[config.mk]
export PLATFORM = sky130hd
export DESIGN_NAME = ch1_sweep_freq_flat
export DESIGN_NICKNAME = d
export VERILOG_FILES = /design/src/rtl/ch1_sweep_freq_if.sv /design/src/rtl/ch1_sweep_freq.sv /design/src/flat_wrapper.sv
export SDC_FILE = /design/constraint.sdc
export NUM_CORES = 1
export LEC_CHECK = 0
export CAP_MARGIN = 5
export CORE_MARGIN = 2
export CORE_UTILIZATION = 45
export DETAILED_ROUTE_END_ITERATION = 12
export PLACE_DENSITY_LB_ADDON = 0.25
export SYNTH_ARGS = -nofsm -noshare
export SYNTH_HDL_FRONTEND = slang
export SYNTH_SLANG_ARGS = --single-unit
[constraint.sdc]
create_clock -name nphi -period 6.58 [get_ports nphi]
set_input_delay 1.316 -clock nphi [delete_from_list [all_inputs] [get_ports nphi]]
set_output_delay 1.316 -clock nphi [all_outputs]
set_load 0.1 [all_outputs]
[src/rtl/ch1_sweep_freq_if.sv]
// Channel 1 frequency-side bus: CPU register writes, sweep controls in, frequency/status out.
interface ch1_sweep_freq_if #(
    parameter int unsigned FREQ_W = 11
);
    logic [7:0]        d;
    logic              apu_wr;
    logic              ff13;
    logic              ff14;
    logic              nff10_d3;
    logic              ch1_restart;
    logic              ch1_ld_shift;
    logic              ch1_shift_clk;
    logic              ch1_freq_upd1;
    logic              ch1_freq_upd2;
    logic              ch1_freq_tick;
    logic [FREQ_W-1:0] ch1_freq;
    logic              ch1_sweep_ovf;
    logic              ch1_period_pulse;

    modport master (
        output d, apu_wr, ff13, ff14, nff10_d3,
        output ch1_restart, ch1_ld_shift, ch1_shift_clk,
        output ch1_freq_upd1, ch1_freq_upd2, ch1_freq_tick,
        input  ch1_freq, ch1_sweep_ovf, ch1_period_pulse
    );

    modport slave (
        input  d, apu_wr, ff13, ff14, nff10_d3,
        input  ch1_restart, ch1_ld_shift, ch1_shift_clk,
        input  ch1_freq_upd1, ch1_freq_upd2, ch1_freq_tick,
        output ch1_freq, ch1_sweep_ovf, ch1_period_pulse
    );
endinterface

[src/rtl/ch1_sweep_freq.sv]
// Channel 1 frequency register, sweep shadow/adder with overflow kill, and period counter.
module ch1_sweep_freq #(
    parameter int unsigned FREQ_W = 11,
    parameter int unsigned SUM_W  = FREQ_W + 1
) (
    input logic             nphi,
    input logic             apu_reset,
    ch1_sweep_freq_if.slave bus
);
    localparam int unsigned HI_W = FREQ_W - 8;

    logic [FREQ_W-1:0] r_freq;
    logic [FREQ_W-1:0] r_shadow;
    logic [FREQ_W-1:0] r_cnt;
    logic              r_shift_dly;
    logic              r_upd1_dly;
    logic              r_upd2_dly;
    logic              r_ovf;
    logic              r_pulse;

    logic              w_shift_ev;
    logic              w_upd1_ev;
    logic              w_upd2_ev;
    logic              w_wr13;
    logic              w_wr14;
    logic              w_ovf_cond;
    logic [SUM_W-1:0]  w_freq_ext;
    logic [SUM_W-1:0]  w_shadow_ext;
    logic [SUM_W-1:0]  w_sum;

    always_comb begin
        w_shift_ev   = bus.ch1_shift_clk & ~r_shift_dly;
        w_upd1_ev    = bus.ch1_freq_upd1 & ~r_upd1_dly;
        w_upd2_ev    = bus.ch1_freq_upd2 & ~r_upd2_dly;
        w_wr13       = bus.apu_wr & bus.ff13;
        w_wr14       = bus.apu_wr & bus.ff14;
        w_freq_ext   = SUM_W'(r_freq);
        w_shadow_ext = SUM_W'(r_shadow);
        // Subtract wraps mod 2^SUM_W; only the add direction can flag overflow.
        w_sum        = bus.nff10_d3 ? (w_freq_ext + w_shadow_ext)
                                    : (w_freq_ext - w_shadow_ext);
        w_ovf_cond   = bus.nff10_d3 & w_sum[SUM_W-1];
    end

    always_ff @(posedge nphi) begin
        if (apu_reset) begin
            r_freq      <= '0;
            r_shadow    <= '0;
            r_cnt       <= '0;
            r_shift_dly <= 1'b0;
            r_upd1_dly  <= 1'b0;
            r_upd2_dly  <= 1'b0;
            r_ovf       <= 1'b0;
            r_pulse     <= 1'b0;
        end else begin
            r_shift_dly <= bus.ch1_shift_clk;
            r_upd1_dly  <= bus.ch1_freq_upd1;
            r_upd2_dly  <= bus.ch1_freq_upd2;

            if (bus.ch1_restart || bus.ch1_ld_shift) begin
                r_shadow <= r_freq;
            end else if (w_shift_ev) begin
                r_shadow <= r_shadow >> 1;
            end

            // CPU writes beat a same-cycle sweep write-back.
            if (w_wr13 || w_wr14) begin
                if (w_wr13) r_freq[7:0] <= bus.d;
                if (w_wr14) r_freq[FREQ_W-1:8] <= bus.d[HI_W-1:0];
            end else if (w_upd1_ev && !w_ovf_cond) begin
                r_freq <= w_sum[FREQ_W-1:0];
            end

            if (bus.ch1_restart) begin
                r_ovf <= 1'b0;
            end else if ((w_upd1_ev || w_upd2_ev) && w_ovf_cond) begin
                r_ovf <= 1'b1;
            end

            r_pulse <= 1'b0;
            if (bus.ch1_restart) begin
                r_cnt <= r_freq;
            end else if (bus.ch1_freq_tick) begin
                if (&r_cnt) begin
                    r_cnt   <= r_freq;
                    r_pulse <= 1'b1;
                end else begin
                    r_cnt <= r_cnt + FREQ_W'(1);
                end
            end
        end
    end

    assign bus.ch1_freq         = r_freq;
    assign bus.ch1_sweep_ovf    = r_ovf;
    assign bus.ch1_period_pulse = r_pulse;
endmodule

[src/flat_wrapper.sv]
// flat-port wrapper written by rule: the top's interface ports become plain ports
module ch1_sweep_freq_flat 
#(
    parameter int unsigned FREQ_W = 11,
    parameter int unsigned SUM_W  = FREQ_W + 1
)
  (nphi, apu_reset, bus_d, bus_apu_wr, bus_ff13, bus_ff14, bus_nff10_d3, bus_ch1_restart, bus_ch1_ld_shift, bus_ch1_shift_clk, bus_ch1_freq_upd1, bus_ch1_freq_upd2, bus_ch1_freq_tick, bus_ch1_freq, bus_ch1_sweep_ovf, bus_ch1_period_pulse);
  ch1_sweep_freq_if #(.FREQ_W(FREQ_W)) bus_i ();
  input logic nphi;
  input logic apu_reset;
  input wire logic [$bits(bus_i.d)-1:0] bus_d;
  input wire logic [$bits(bus_i.apu_wr)-1:0] bus_apu_wr;
  input wire logic [$bits(bus_i.ff13)-1:0] bus_ff13;
  input wire logic [$bits(bus_i.ff14)-1:0] bus_ff14;
  input wire logic [$bits(bus_i.nff10_d3)-1:0] bus_nff10_d3;
  input wire logic [$bits(bus_i.ch1_restart)-1:0] bus_ch1_restart;
  input wire logic [$bits(bus_i.ch1_ld_shift)-1:0] bus_ch1_ld_shift;
  input wire logic [$bits(bus_i.ch1_shift_clk)-1:0] bus_ch1_shift_clk;
  input wire logic [$bits(bus_i.ch1_freq_upd1)-1:0] bus_ch1_freq_upd1;
  input wire logic [$bits(bus_i.ch1_freq_upd2)-1:0] bus_ch1_freq_upd2;
  input wire logic [$bits(bus_i.ch1_freq_tick)-1:0] bus_ch1_freq_tick;
  output wire logic [$bits(bus_i.ch1_freq)-1:0] bus_ch1_freq;
  output wire logic [$bits(bus_i.ch1_sweep_ovf)-1:0] bus_ch1_sweep_ovf;
  output wire logic [$bits(bus_i.ch1_period_pulse)-1:0] bus_ch1_period_pulse;
  assign bus_i.d = bus_d;
  assign bus_i.apu_wr = bus_apu_wr;
  assign bus_i.ff13 = bus_ff13;
  assign bus_i.ff14 = bus_ff14;
  assign bus_i.nff10_d3 = bus_nff10_d3;
  assign bus_i.ch1_restart = bus_ch1_restart;
  assign bus_i.ch1_ld_shift = bus_ch1_ld_shift;
  assign bus_i.ch1_shift_clk = bus_ch1_shift_clk;
  assign bus_i.ch1_freq_upd1 = bus_ch1_freq_upd1;
  assign bus_i.ch1_freq_upd2 = bus_ch1_freq_upd2;
  assign bus_i.ch1_freq_tick = bus_ch1_freq_tick;
  assign bus_ch1_freq = bus_i.ch1_freq;
  assign bus_ch1_sweep_ovf = bus_i.ch1_sweep_ovf;
  assign bus_ch1_period_pulse = bus_i.ch1_period_pulse;
  ch1_sweep_freq #(.FREQ_W(FREQ_W), .SUM_W(SUM_W)) u_core (.nphi(nphi), .apu_reset(apu_reset), .bus(bus_i));
endmodule
==> run summary, run 1 <==
Final hold violation count: 0
Largest net degree at the start of global routing: 39
Mean number of vias per cell: 5.62
Number of flops mapped to enable cells by yosys: 0
Gr usage total: 20.0%
Synthesis Warnings: 0
Fmax achieved: 246 MHz
Antenna Violating Nets Remaining: 0
Fin crit share: 61.7%
Drt initial violations: 152
Unrepaired setup endpoints after global routing: no
Worst-Skew Late Latency: 0.30 ns
Max-cap viol count: 0
Sequential share of power: 34.4%
Die Area: 0.00617 mm^2
Avg Cell Area, Syn: 7.87 um^2
Worst endpoint data arrival time: 4.30 ns
Static leakage: 1.18 nW
Register area share after synthesis: 30.4%
Clock tree buffer depth: 2
Commonest cells after routing, fill and taps aside: 46 x nor2_1, 38 x dfxtp_1, 32 x a21oi_1, 32 x nand2_1, 32 x clkdlybuf4s50_1
1st-pass router iterations: 4
Multi-input logic area: 0.00164 mm^2
Nets: 378
Startpoint class of the critical path: input port
NetSw: 343 uW
Routability cong.: 0.809
Global Route met3 Usage: 3.33%
Final Max Tran Viols: 0
Final Critical Period: 4.06 ns
Area Growth Syn to Fin: 18.6%
Fin Setup TNS: 0 ns
Commonest non-fill, non-tap cell in the layout: nor2_1
Initial antenna violation count: 0
Async SR Flop Fraction: 0%
First-pass GRT wire length: 9820 um
Root Buffer: clkbuf_8
CP Class: in -> reg
Placed cell count: 409
Number of global-route vias before repair: 2131
Initial Utilization: 46.0%
GR Util met1: 26.4%
I/O pins: 33
Critical Path RT: 6.82 ns
Die width: 78.6 um
Core Area: 0.00544 mm^2
PwrDens: 282 mW/mm^2
Comb pwr share: 40.7%
Clock buffer count from CTS: 5
Sw frac: 41.0%
Row Count: 27
Syn Std Cell Area: 0.00250 mm^2
Critical path endpoint category: flip-flop
Mapped Nets: 352
Sink Count: 38
GR Overflow Total: 0
Clock Skew: 0.00735 ns
Fillers: 526
Drt drc: 0
Cts hold-fix bufs: 0
Critical path peak fanout: 13
Synthesized flop and latch total: 38
Internal power: 495 uW
Storage cell area: 761 um^2
Number of post-CTS setup repair buffers: 0
Min-Delay Path Class: reg -> reg
I/O Buffers: 32
GRT busiest layer: met2
Detailed Route WL: 5880 um
DR WL/cell: 14.1 um
Distinct cell type count after synthesis: 50
Diode count: 0
Cell count after synthesis: 318
Non-filler cells, final: 417
Die H: 78.6 um
Hpwl dp: 4210 um
Most common flop cell mapped by yosys: dfxtp_1
CTS tree: done
GR Util met2: 32.1%
Setup Viol. Count Final: 0
Share of cells above drive strength 1: 5.51%
Status: complete, no violations
Worst-margin pin slew: 1.22 ns
Clock-pin transition on the worst setup and hold timing paths: 0.09 ns
Resized Gates After CTS: 0
R2R Setup Slk: 3.60 ns
Peak supply drop: 0.129 mV
H-tree levels: 2
Rel. slew slack: 18.4%
Vias: 2343
Clock power share: 24.9%
==> path summary, 6_finish.rpt <==
| check | from | cells past startpoint | endpoint |
|---|---|---|---|
| setup reg to reg | u_core.r_shadow[0]$_SDFFE_PP0P_ | 11 | u_core.bus.ch1_freq[5]$_SDFFE_PP0P_ |
| setup / recovery | bus_nff10_d3 | 9 | u_core.bus.ch1_freq[10]$_SDFFE_PP0P_ |
| hold reg to reg | u_core.bus.ch1_sweep_ovf$_SDFFE_PP0P_ | 2 | u_core.bus.ch1_sweep_ovf$_SDFFE_PP0P_ |
| hold / removal | u_core.bus.ch1_sweep_ovf$_SDFFE_PP0P_ | 2 | u_core.bus.ch1_sweep_ovf$_SDFFE_PP0P_ |
==> worst max-delay path, cell delays in order <==
cell and delay (ns):
clkdlybuf4s50_1 0.72, mux2_2 0.42, fa_1 0.45, a211oi_1 0.48
o21ai_0 0.18, a31oi_1 0.23, xor2_1 0.09, a211o_1 0.29
a21oi_1 0.13
==> metal layers <==
layer / vias up / routed length, um
li1: 1197 / -
met5: - / 0
met3: 10 / 244
met4: 0 / 132
met1: 1088 / 2860
met2: 48 / 2650
==> final cells by class <==
type,instances,share of cell area [%]
clock buffer,5,2.32
clock inverter,3,1.52
inverter,8,1.01
multi-input combinational,257,55.2
sequential,38,25.6
tap,72,3.04
timing repair buffer,34,11.3
==> metrics by stage <==
| stage | power [mW] | worst slack (ns) | hold slack (ns) | area [um^2] | util [%] |
|---|---|---|---|---|---|
| finish | 0.838 | 2.52 | 0.501 | 2970 | 54.5 |
| global route | 0.891 | 2.29 | 0.538 | 2970 | 54.5 |
| CTS | 0.842 | 2.52 | 0.507 | 2970 | 54.5 |
| detailed placement | 0.631 | 2.29 | 0.494 | 2850 | 52.4 |
| global placement | 0.629 | 2.35 | 0.482 | 2850 | 52.4 |
| floorplan | 0.556 | 2.98 | 0.475 | 2500 | - |
==> registers in the layout, indices dropped and copies added (netlist names) <==
register                     flops
u_core.r_upd2_dly                1
u_core.r_shift_dly               1
u_core.r_cnt                    11
u_core.bus.ch1_freq             11
u_core.r_upd1_dly                1
u_core.bus.ch1_period_pulse      1
u_core.r_shadow                 11
u_core.bus.ch1_sweep_ovf         1
==> cell families after synthesis <==
logic type	count (synthesis)	share of synthesized area, %
simple gates	115	21.3
compound gates	98	25.6
flops	38	30.4
buf+inv	23	4.15
xor+xnor	17	5.95
fa+ha+maj	14	7.30
mux	13	5.30
==> Yosys cell counts, drive strengths merged (3+ instances only) <==
| master | count | area [um^2] |
|---|---|---|
| and3 | 6 | 42.5 |
| a21o | 6 | 45.0 |
| xor2 | 10 | 87.6 |
| inv | 8 | 30.0 |
| dfxtp | 38 | 761 |
| ha | 13 | 163 |
| xnor2 | 7 | 61.3 |
| buf | 5 | 36.3 |
| a21oi | 33 | 176 |
| a31oi | 8 | 50.1 |
| clkbuf | 10 | 37.5 |
| mux2i | 11 | 110 |
| nor3 | 8 | 40.0 |
| nand2 | 32 | 120 |
| nor2b | 9 | 56.3 |
| o21ai | 16 | 80.1 |
| nor2 | 46 | 173 |
| a211oi | 16 | 125 |
| o211ai | 3 | 27.5 |
| a221oi | 3 | 26.3 |
==> power by group through the flow <==
| stage | Clock, mW | Combinational, mW | Sequential (mW) |
|---|---|---|---|
| after floorplan | 0 | 0.195 | 0.361 |
| after global placement | 0 | 0.336 | 0.293 |
| after detailed placement | 0 | 0.338 | 0.293 |
| after CTS | 0.213 | 0.341 | 0.288 |
| after global routing | 0.224 | 0.376 | 0.292 |
| final | 0.209 | 0.341 | 0.288 |
No activity file was read; power rests on OpenSTA's default activity.
==> run 2: changes to the inputs <==
clock period = 3.7 ns   (was 6.58 ns; I/O delays follow)
==> run summary, run 2 (synthesized netlist as in run 1, its figures left out) <==
Resized Gates After CTS: 0
Clock tree buffer depth: 2
GR Util met1: 28.5%
Fmax achieved: 295 MHz
PwrDens: 480 mW/mm^2
Storage cell area: 761 um^2
Sw frac: 41.8%
Fin Setup TNS: 0 ns
Setup Viol. Count Final: 0
Rel. slew slack: 35.3%
NetSw: 598 uW
1st-pass router iterations: 4
Number of global-route vias before repair: 2203
Hpwl dp: 4430 um
GRT busiest layer: met2
Die H: 78.6 um
Crit. Startpoint: bus_nff10_d3
Critical path peak fanout: 8
R2R cell count: 11
Largest net degree at the start of global routing: 22
Detailed Route WL: 6080 um
Drt initial violations: 145
Status: complete, no violations
Number of post-CTS setup repair buffers: 0
Gr usage total: 20.9%
Critical Path RT: 3.91 ns
Root Buffer: clkbuf_8
Max-cap viol count: 0
Area Growth Syn to Fin: 19.2%
Diode count: 0
Final hold violation count: 0
Drt drc: 0
Clock Skew: 0.00516 ns
Nets: 383
GR Util met2: 33.9%
Comb pwr share: 42.9%
DR WL/cell: 14.4 um
I/O pins: 33
Mean number of vias per cell: 5.55
Placed cell count: 414
Worst-margin pin slew: 0.968 ns
Die width: 78.6 um
Sequential share of power: 35.7%
Vias: 2342
Initial antenna violation count: 0
Worst R2R End: u_core.bus.ch1_freq[7]$_SDFFE_PP0P_
Worst endpoint data arrival time: 3.60 ns
Clock buffer count from CTS: 5
Unrepaired setup endpoints after global routing: no
Sink Count: 38
Worst-Skew Late Latency: 0.29 ns
CP Class: in -> reg
Final Max Tran Viols: 0
Internal power: 833 uW
I/O Buffers: 32
First-pass GRT wire length: 10400 um
Hold Crit Start: u_core.bus.ch1_sweep_ovf$_SDFFE_PP0P_
Commonest cells after routing, fill and taps aside: 46 x nor2_1, 38 x dfxtp_1, 32 x a21oi_1, 32 x nand2_1, 32 x clkdlybuf4s50_1
CTS tree: done
Commonest non-fill, non-tap cell in the layout: nor2_1
Routability cong.: 0.815
Multi-input logic area: 0.00164 mm^2
Clock-pin transition on the worst setup and hold timing paths: 0.08 ns
GR Overflow Total: 0
Startpoint class of the critical path: input port
Non-filler cells, final: 422
Global Route met3 Usage: 3.56%
Core Area: 0.00544 mm^2
Worst r2r src: u_core.r_shadow[0]$_SDFFE_PP0P_
Clock power share: 21.3%
Share of cells above drive strength 1: 6.57%
Fillers: 538
Cts hold-fix bufs: 0
Fin crit share: 91.6%
Initial Utilization: 46.0%
Critical path endpoint category: flip-flop
Final Critical Period: 3.39 ns
Antenna Violating Nets Remaining: 0
Row Count: 27
R2R Setup Slk: 0.71 ns
Static leakage: 1.20 nW
Peak supply drop: 0.219 mV
Die Area: 0.00617 mm^2
Worst Setup EP: u_core.bus.ch1_freq[10]$_SDFFE_PP0P_
H-tree levels: 2
Min-Delay Path Class: reg -> reg
run 2: per-stage QoR:
| stage | hold slack, ns | total power, mW | cell area (um^2) | util [%] | setup slack, ns |
|---|---|---|---|---|---|
| CTS | 0.499 | 1.44 | 2980 | 54.8 | 0.356 |
| detailed placement | 0.488 | 1.13 | 2890 | 53.1 | 0.0416 |
| global route | 0.537 | 1.52 | 2980 | 54.8 | 0.178 |
| finish | 0.495 | 1.43 | 2980 | 54.8 | 0.311 |
| floorplan | 0.475 | 0.989 | 2500 | - | 0.673 |
| global placement | 0.480 | 1.12 | 2890 | 53.1 | 0.108 |
run 2: worst max-delay path: stages:
cell and delay, ns:
clkdlybuf4s50_1 0.63, mux2_2 0.40, fa_1 0.45, a211oi_1 0.43, o21ai_0 0.19, a31oi_1 0.24, xor2_1 0.10, a211o_1 0.29
a21oi_1 0.13
run 2: layout make-up:
type | count | share of cell area, %
Multi-Input combinational cell | 257 | 54.9
Sequential cell | 38 | 25.5
Timing Repair Buffer | 39 | 12.5
Tap cell | 72 | 3.02
Clock buffer | 7 | 2.90
Inverter | 8 | 1.01
Clock inverter | 1 | 0.168
run 2: how the worst min path moves through the flow:
| stage | to | cells after the start |
|---|---|---|
| after global routing | u_core.bus.ch1_period_pulse$_SDFF_PP0_ | 1 |
| after detailed placement | u_core.bus.ch1_sweep_ovf$_SDFFE_PP0P_ | 2 |
| final | u_core.bus.ch1_sweep_ovf$_SDFFE_PP0P_ | 2 |
| after global placement | u_core.bus.ch1_sweep_ovf$_SDFFE_PP0P_ | 2 |
| after CTS | u_core.bus.ch1_sweep_ovf$_SDFFE_PP0P_ | 2 |
| after floorplan | u_core.r_cnt[0]$_SDFFE_PP0P_ | 2 |
run 2: routing by layer:
layer / routed length, um / vias to the layer above
li1: - / 1203
met5: 0 / -
met1: 2960 / 1087
met2: 2770 / 45
met4: 71 / 0
met3: 280 / 7
run 2: power groups by stage:
stage	Combinational, mW	Clock, mW	Sequential (mW)
after floorplan	0.347	0	0.642
after global placement	0.603	0	0.520
after detailed placement	0.609	0	0.520
after CTS	0.612	0.317	0.511
after global routing	0.674	0.328	0.519
final	0.614	0.305	0.512
